==> src/rtl/dav_rfd_byte_serializer.sv <==
// dav_rfd_byte_serializer: buffers 32-bit dav_/rfd words in a small FIFO and
// re-emits each one LSB-first as four dav_/rfd byte transfers.
module dav_rfd_byte_serializer #(
    parameter int DEPTH = 4,
    parameter int AW    = 2
) (
    input  logic          clock,
    input  logic          reset_,
    input  logic          dav_,
    input  logic [31:0]   q,
    output logic          rfd,
    output logic [7:0]    byte_out,
    output logic          dav_out_,
    input  logic          rfd_in,
    output logic [AW:0]   count
);
    typedef enum logic {IN_IDLE, IN_ACK} in_state_e;
    typedef enum logic [1:0] {OUT_IDLE, OUT_VALID, OUT_RELEASE} out_state_e;

    in_state_e     in_q, in_d;
    out_state_e    out_q, out_d;
    logic [31:0]   mem_q [DEPTH];
    logic [AW-1:0] wptr_q, wptr_d, rptr_q, rptr_d;
    logic [1:0]    idx_q, idx_d;
    logic [AW:0]   count_q, count_d;
    logic          rfd_q, rfd_d, dav_out_q, dav_out_d;
    logic [7:0]    byte_q, byte_d;
    logic          wr, pop;
    logic [31:0]   rd_word;

    always_comb begin
        wr        = in_q == IN_IDLE && !dav_ && count_q != (AW+1)'(DEPTH);
        pop       = out_q == OUT_RELEASE && rfd_in && idx_q == 2'd3;
        rd_word   = mem_q[rptr_q];
        in_d      = in_q;
        rfd_d     = rfd_q;
        out_d     = out_q;
        dav_out_d = dav_out_q;
        byte_d    = byte_q;
        idx_d     = idx_q;
        wptr_d    = wr ? wptr_q + 1'b1 : wptr_q;
        rptr_d    = pop ? rptr_q + 1'b1 : rptr_q;
        count_d   = count_q + (AW+1)'(wr) - (AW+1)'(pop);
        if (wr) begin
            in_d  = IN_ACK;
            rfd_d = 1'b0;
        end else if (in_q == IN_ACK && dav_) begin
            in_d  = IN_IDLE;
            rfd_d = 1'b1;
        end
        // idx wraps 3 -> 0 on its own, matching the pop of the finished word
        case (out_q)
            OUT_IDLE: if (count_q != '0) begin
                byte_d    = rd_word[8*idx_q +: 8];
                dav_out_d = 1'b0;
                out_d     = OUT_VALID;
            end
            OUT_VALID: if (!rfd_in) begin
                dav_out_d = 1'b1;
                out_d     = OUT_RELEASE;
            end
            OUT_RELEASE: if (rfd_in) begin
                idx_d = idx_q + 1'b1;
                out_d = OUT_IDLE;
            end
            default: out_d = OUT_IDLE;
        endcase
    end

    always_ff @(posedge clock)
        if (wr) mem_q[wptr_q] <= q;

    always_ff @(posedge clock or negedge reset_) begin
        if (!reset_) begin
            in_q      <= IN_IDLE;
            out_q     <= OUT_IDLE;
            wptr_q    <= '0;
            rptr_q    <= '0;
            idx_q     <= '0;
            count_q   <= '0;
            rfd_q     <= 1'b1;
            dav_out_q <= 1'b1;
            byte_q    <= '0;
        end else begin
            in_q      <= in_d;
            out_q     <= out_d;
            wptr_q    <= wptr_d;
            rptr_q    <= rptr_d;
            idx_q     <= idx_d;
            count_q   <= count_d;
            rfd_q     <= rfd_d;
            dav_out_q <= dav_out_d;
            byte_q    <= byte_d;
        end
    end

    assign rfd      = rfd_q;
    assign dav_out_ = dav_out_q;
    assign byte_out = byte_q;
    assign count    = count_q;
endmodule

==> config.mk <==
export PLATFORM = sky130hd
export DESIGN_NAME = dav_rfd_byte_serializer
export DESIGN_NICKNAME = d
export VERILOG_FILES = /design/src/rtl/dav_rfd_byte_serializer.sv
export SDC_FILE = /design/constraint.sdc
export NUM_CORES = 1
export LEC_CHECK = 0
export ABC_CLOCK_PERIOD_IN_PS = 7300
export BUFFER_PORTS_ARGS = -buffer_cell sky130_fd_sc_hd__buf_2
export CORE_ASPECT_RATIO = 1.25
export CORE_MARGIN = 1
export CORE_UTILIZATION = 45
export CTS_CLUSTER_SIZE = 20
export DETAILED_ROUTE_END_ITERATION = 10
export MAX_ROUTING_LAYER = met4
export PLACE_DENSITY = 0.68
export REMOVE_ABC_BUFFERS = 1
export SYNTH_ARGS = -nofsm -noshare
export SYNTH_HDL_FRONTEND = slang
export SYNTH_SLANG_ARGS = --single-unit
==> constraint.sdc <==
create_clock -name clock -period 7.3 [get_ports clock]
set_clock_uncertainty 0.15 [all_clocks]
set_input_delay 1.46 -clock clock [delete_from_list [all_inputs] [get_ports clock]]
set_output_delay 1.46 -clock clock [all_outputs]
set_load 0.01 [all_outputs]
After elaboration in Yosys (flattened, before gate mapping)
Memories as Yosys holds them, arrays and structs flattened.
Cells that the tools add are included.
{ "word_totals": {"ff_bits": 22, "mem_bits_rw": 128, "in_bits": 36, "out_inout_bits": 13, "n_memories": 1} }
{ "memory_table": {"columns": ["memory", "words", "width", "read_ports", "rd_clocked_by_memory_dff", "write_ports", "line_no", "text"], "rows": [
  ["mem_q", 4, 32, 1, 0, 1, "22", "logic [31:0] mem_q [DEPTH];"]
]} }
{ "classes": {"n_addsub": 5, "n_eq_ne": 7, "n_shift": 1, "muxes": 13, "bitwise_logic": 1, "n_reduce_logical": 14} }
{ "ops": {"columns": ["cell", "count"], "rows": [
  ["32-bit by 6-bit variable part select with 8-bit output", 1],
  ["1-bit two-way mux", 8],
  ["2-bit by 1-bit adder with 2-bit output (second input constant)", 3],
  ["2-bit two-way mux", 3],
  ["2-bit inequality test (second input constant)", 3],
  ["2-bit one-hot mux with 3 select lines", 1],
  ["3-bit AND reduction", 2],
  ["1-bit logical AND", 5],
  ["2-bit equality test (second input constant)", 2],
  ["2-bit AND reduction", 2],
  ["2-bit nonzero test", 2],
  ["3-bit by 1-bit adder with 3-bit output", 1],
  ["3-bit inequality test (second input constant)", 1],
  ["3-bit nonzero test", 1],
  ["3-bit by 1-bit subtractor with 3-bit output", 1],
  ["2-bit by 1-bit equality test with 1-bit output (second input constant)", 1],
  ["2-bit logical NOT", 1],
  ["1-bit one-hot mux with 2 select lines", 1],
  ["1-bit logical NOT", 1],
  ["1-bit inverter", 1]
]} }

Depth between registers and ports, before layout
{ "logic_depth": {"word_depth": 5, "depth_mapped": 9} }

Least setup slack after synthesis
Ideal clock, no wire load.
{ "synth_timing": {"path_type": "input to register", "start": "input port dav_", "end": "register count_q[2] (netlist: count[2])", "t_arrival_ns": 3.134, "required_ns": 7.027, "slack_ns": 3.893, "cell_stages": 8, "cell_sequence": "nor3_1 inv_1 ha_1 inv_1 ha_1 fa_1 xnor2_1 xnor2_1"} }
{ "synth_between": {"elab_chain_cells": 5} }
{ "synth_rtl": {"columns": ["item", "line_no", "text"], "rows": [
  ["start: declaration", "9", "input logic dav_,"],
  ["1-bit logical NOT", "32", "wr = in_q == IN_IDLE && !dav_ && count_q != (AW+1)'(DEPTH);"],
  ["1-bit logical AND (2 in a row)", "32", null],
  ["3-bit by 1-bit adder with 3-bit output", "43", "count_d = count_q + (AW+1)'(wr) - (AW+1)'(pop);"],
  ["3-bit by 1-bit subtractor with 3-bit output", "43", null],
  ["net count_d[2]", "25", "logic [AW:0] count_q, count_d;"],
  ["end signal: assignment", "90", "count_q <= count_d;"],
  ["end: declaration", "25", null]
]} }
The timed path passes the listed nets, and every way through them passes these cells.
A chain may end at the register's enable or synchronous reset.

Worst setup path after layout
Same ends and word-level chain as after synthesis.

==> results.toml <==
[yosys]
netlist.area_leader.share_pct = 64.04
synthArstFlopShare_pct = 14.67
synth_edf_count = 128
syn_area_um2 = 6002
synth.top_cells.by_area = "edfxtp_1 (64%), dfrtp_1 (8.3%), mux4_1 (7.0%)"
synth.avg_cell_area_um2 = 21.75
ys_types = 36
synth_ff_type = "edfxtp_1"
netlist_instances = 276
yosys.area.top_type = "edfxtp_1"
ys_seq_area_share_pct = 73.25
synth-seq-cells = 150
yosys_warnings = 0

[timing]
hold_viol = 0
rsz0062_at_grt = "false"
fin_crit_sh_pct = 44.95
worst_slew_pin_slew_ns = 0.8165
fin_crit_ns = 3.281
final-setup-viol-count = 0
relSlewSlack_pct = 45.57
finalSetupTns_ns = 0
fmax_mhz = 304.7
finalMaxSlewViolations = 0

[min_path]
hp-class = "flop to flop"

[finish]
diodes = 0
drive_gt1_share_pct = 32.85
final_cell_mix = "edfxtp_1 (128), buf_2 (48), dfrtp_1 (20)"
syn_to_final_growth_pct = 14.95
finalNetCount = 378
layout_commonest_cell = "edfxtp_1"
num-fill-cells = 982

[detailed_routing]
wl_per_cell_um = 18.90
num_vias = 2763
first_iter_violations = 153
route.detailed.drc = 0
drtPass1Iterations = 4
ant_nets = 0
wirelength_um = 9736
vias_per_cell = 5.365

[pwr]
powerDensity_nw_per_um2 = 389.3
p_sw_share_pct = 28.54
pwr-share-seq_pct = 43.6
intPower_mw = 1.920
finalPower_mw = 2.686
ir_drop_uv = 221.2
leakagePower_nw = 2.410
power_frac_comb_pct = 26.0
clkPwrFrac_pct = 30.4
p_switching_mw = 0.7667

[status]
outcome = "finished clean"

[place]
hpwl_um = 6010
gp_congestion = 0.7418
portBuffers = 48

[worst_setup_path]
crit_slowest_cell = "nor3_1"
critPathTopFamily = "adder cells"
crit_path_end_kind = "flop"
path_cells = "buf_2 > nor3_1 > inv_1 > ha_1 > inv_1 > ha_1 > fa_1 > xnor2_1 > xnor2_1"
startpoint_type = "primary input"
crit_arrival_ns = 3.46
crit_fanout = 7
critical-path-max-stage-delay_ns = 0.55
cp.buffers_inverters = 3
required_ns = 7.48
crit_type = "primary input to flop"

[die]
rows = 46
pin_count = 49
chipHeight_um = 131.1
core-area_um2 = 12830
die_w_um = 105.3
die_area_um2 = 13810
initial_core_util_pct = 46.76

[clocking]
cts_resized = 0
htree_levels = 4
cts_tree = "built"
clockBufferDepth = 2
path_clk_slew_ns = 0.06
clock-sinks = 150
hold_buffers = 0
cts_buffers = 17
clock_latency_ns = 0.41
clockRootBuffer = "clkbuf_16"
cts_setup_buffers = 0

[global_routing]
grt_max_degree = 34
grt_pass1_wl_um = 15730
gr-usage-all-layers_pct = 16.06
grt_pass1_vias = 2970
antenna_found_initial = 0
gr-total-overflow = 0

[job]
drv_cap = 0
==> power by group through the flow <==
stage	sequential, mW	clock [mW]	combinational [mW]
2_1_floorplan	1.23	0	0.446
3_3_place_gp	1.18	0	0.698
3_5_place_dp	1.19	0	0.713
4_1_cts	1.17	0.828	0.719
5_1_grt	1.19	0.865	0.765
6_report	1.17	0.817	0.699
==> worst register-to-register path, cell delays in order, from the launching register on <==
cell     delay (ns)
dfrtp_1        0.87
ha_1           0.27
and4b_1        0.28
ha_1           0.14
inv_1          0.04
ha_1           0.18
fa_1           0.38
xnor2_1        0.18
xnor2_1        0.14
==> state kept, by name (all words and copies together), names as in the netlist <==
signal and cells:
mem_q 128, rptr_q 2, byte_out 8, dav_out_ 1
idx_q 2, rfd 1, wptr_q 2, out_q 2
count 3, in_q 1
==> kinds of logic (layout without fill, tap and decap cells) <==
logic type | count (synthesis) | count (layout) | synth area share (%)
flops | 150 | 150 | 73.25
buf+inv | 22 | 93 | 3.189
simple gates | 20 | 20 | 2.168
xor+xnor | 7 | 7 | 1.021
mux | 42 | 42 | 14.72
compound gates | 27 | 27 | 3.857
fa+ha+maj | 8 | 8 | 1.793
==> synthesized netlist by cell type (all sizes together), types with 3 or more instances <==
cell and instances:
a221oi 8, inv 7, mux2i 8, clkbuf 4, dfrtp 20, edfxtp 128
ha 7, nand2 3, buf 10, o22ai 8, xnor2 6, a21oi 9
and2 5, mux4 32
==> final timing paths <==
path                                from         to  slack (ns)  cells past startpoint
worst max register to register  idx_q[1]   count[2]        4.60                      8
max in group asynchronous         reset_   dav_out_        5.78                      1
min in group asynchronous         reset_  rptr_q[0]        0.86                      1
worst max-delay path                dav_   count[2]        4.02                      9
worst min-delay path            dav_out_   dav_out_        0.37                      1
worst min register to register  dav_out_   dav_out_        0.37                      1
==> routing by layer <==
metal | part of all wire (%) | track usage (%) | up-vias
met5 | 0 | - | -
met2 | 53 | 26.54 | 69
li1 | - | - | 1260
met3 | 4.4 | 3.671 | 9
met1 | 42 | 19.30 | 1425
met4 | 1.1 | 5.869 | 0
==> per-stage QoR <==
stage	util, %	hold WS (ns)	worst slack (ns)	area, um2	instances
detailed placement	49.34	0.3662	3.564	6332	483
floorplan	-	0.3431	3.893	5837	261
finish	53.75	0.3700	4.019	6899	515
CTS	53.75	0.3743	3.999	6899	515
global placement	49.34	0.3508	3.651	6332	483
global route	53.75	0.3852	3.849	6899	515
==> layout make-up <==
type | count | area (um2) | area share, %
flip-flops and latches | 150 | 4397 | 63.73
clock buffers | 20 | 436.7 | 6.329
well taps | 168 | 210.2 | 3.047
multi-input cells | 104 | 1414 | 20.49
inverters | 7 | 26.28 | 0.3808
clock inverters | 12 | 130.1 | 1.886
repair buffers | 54 | 285.3 | 4.135
Power figures use the tool's default switching activity.
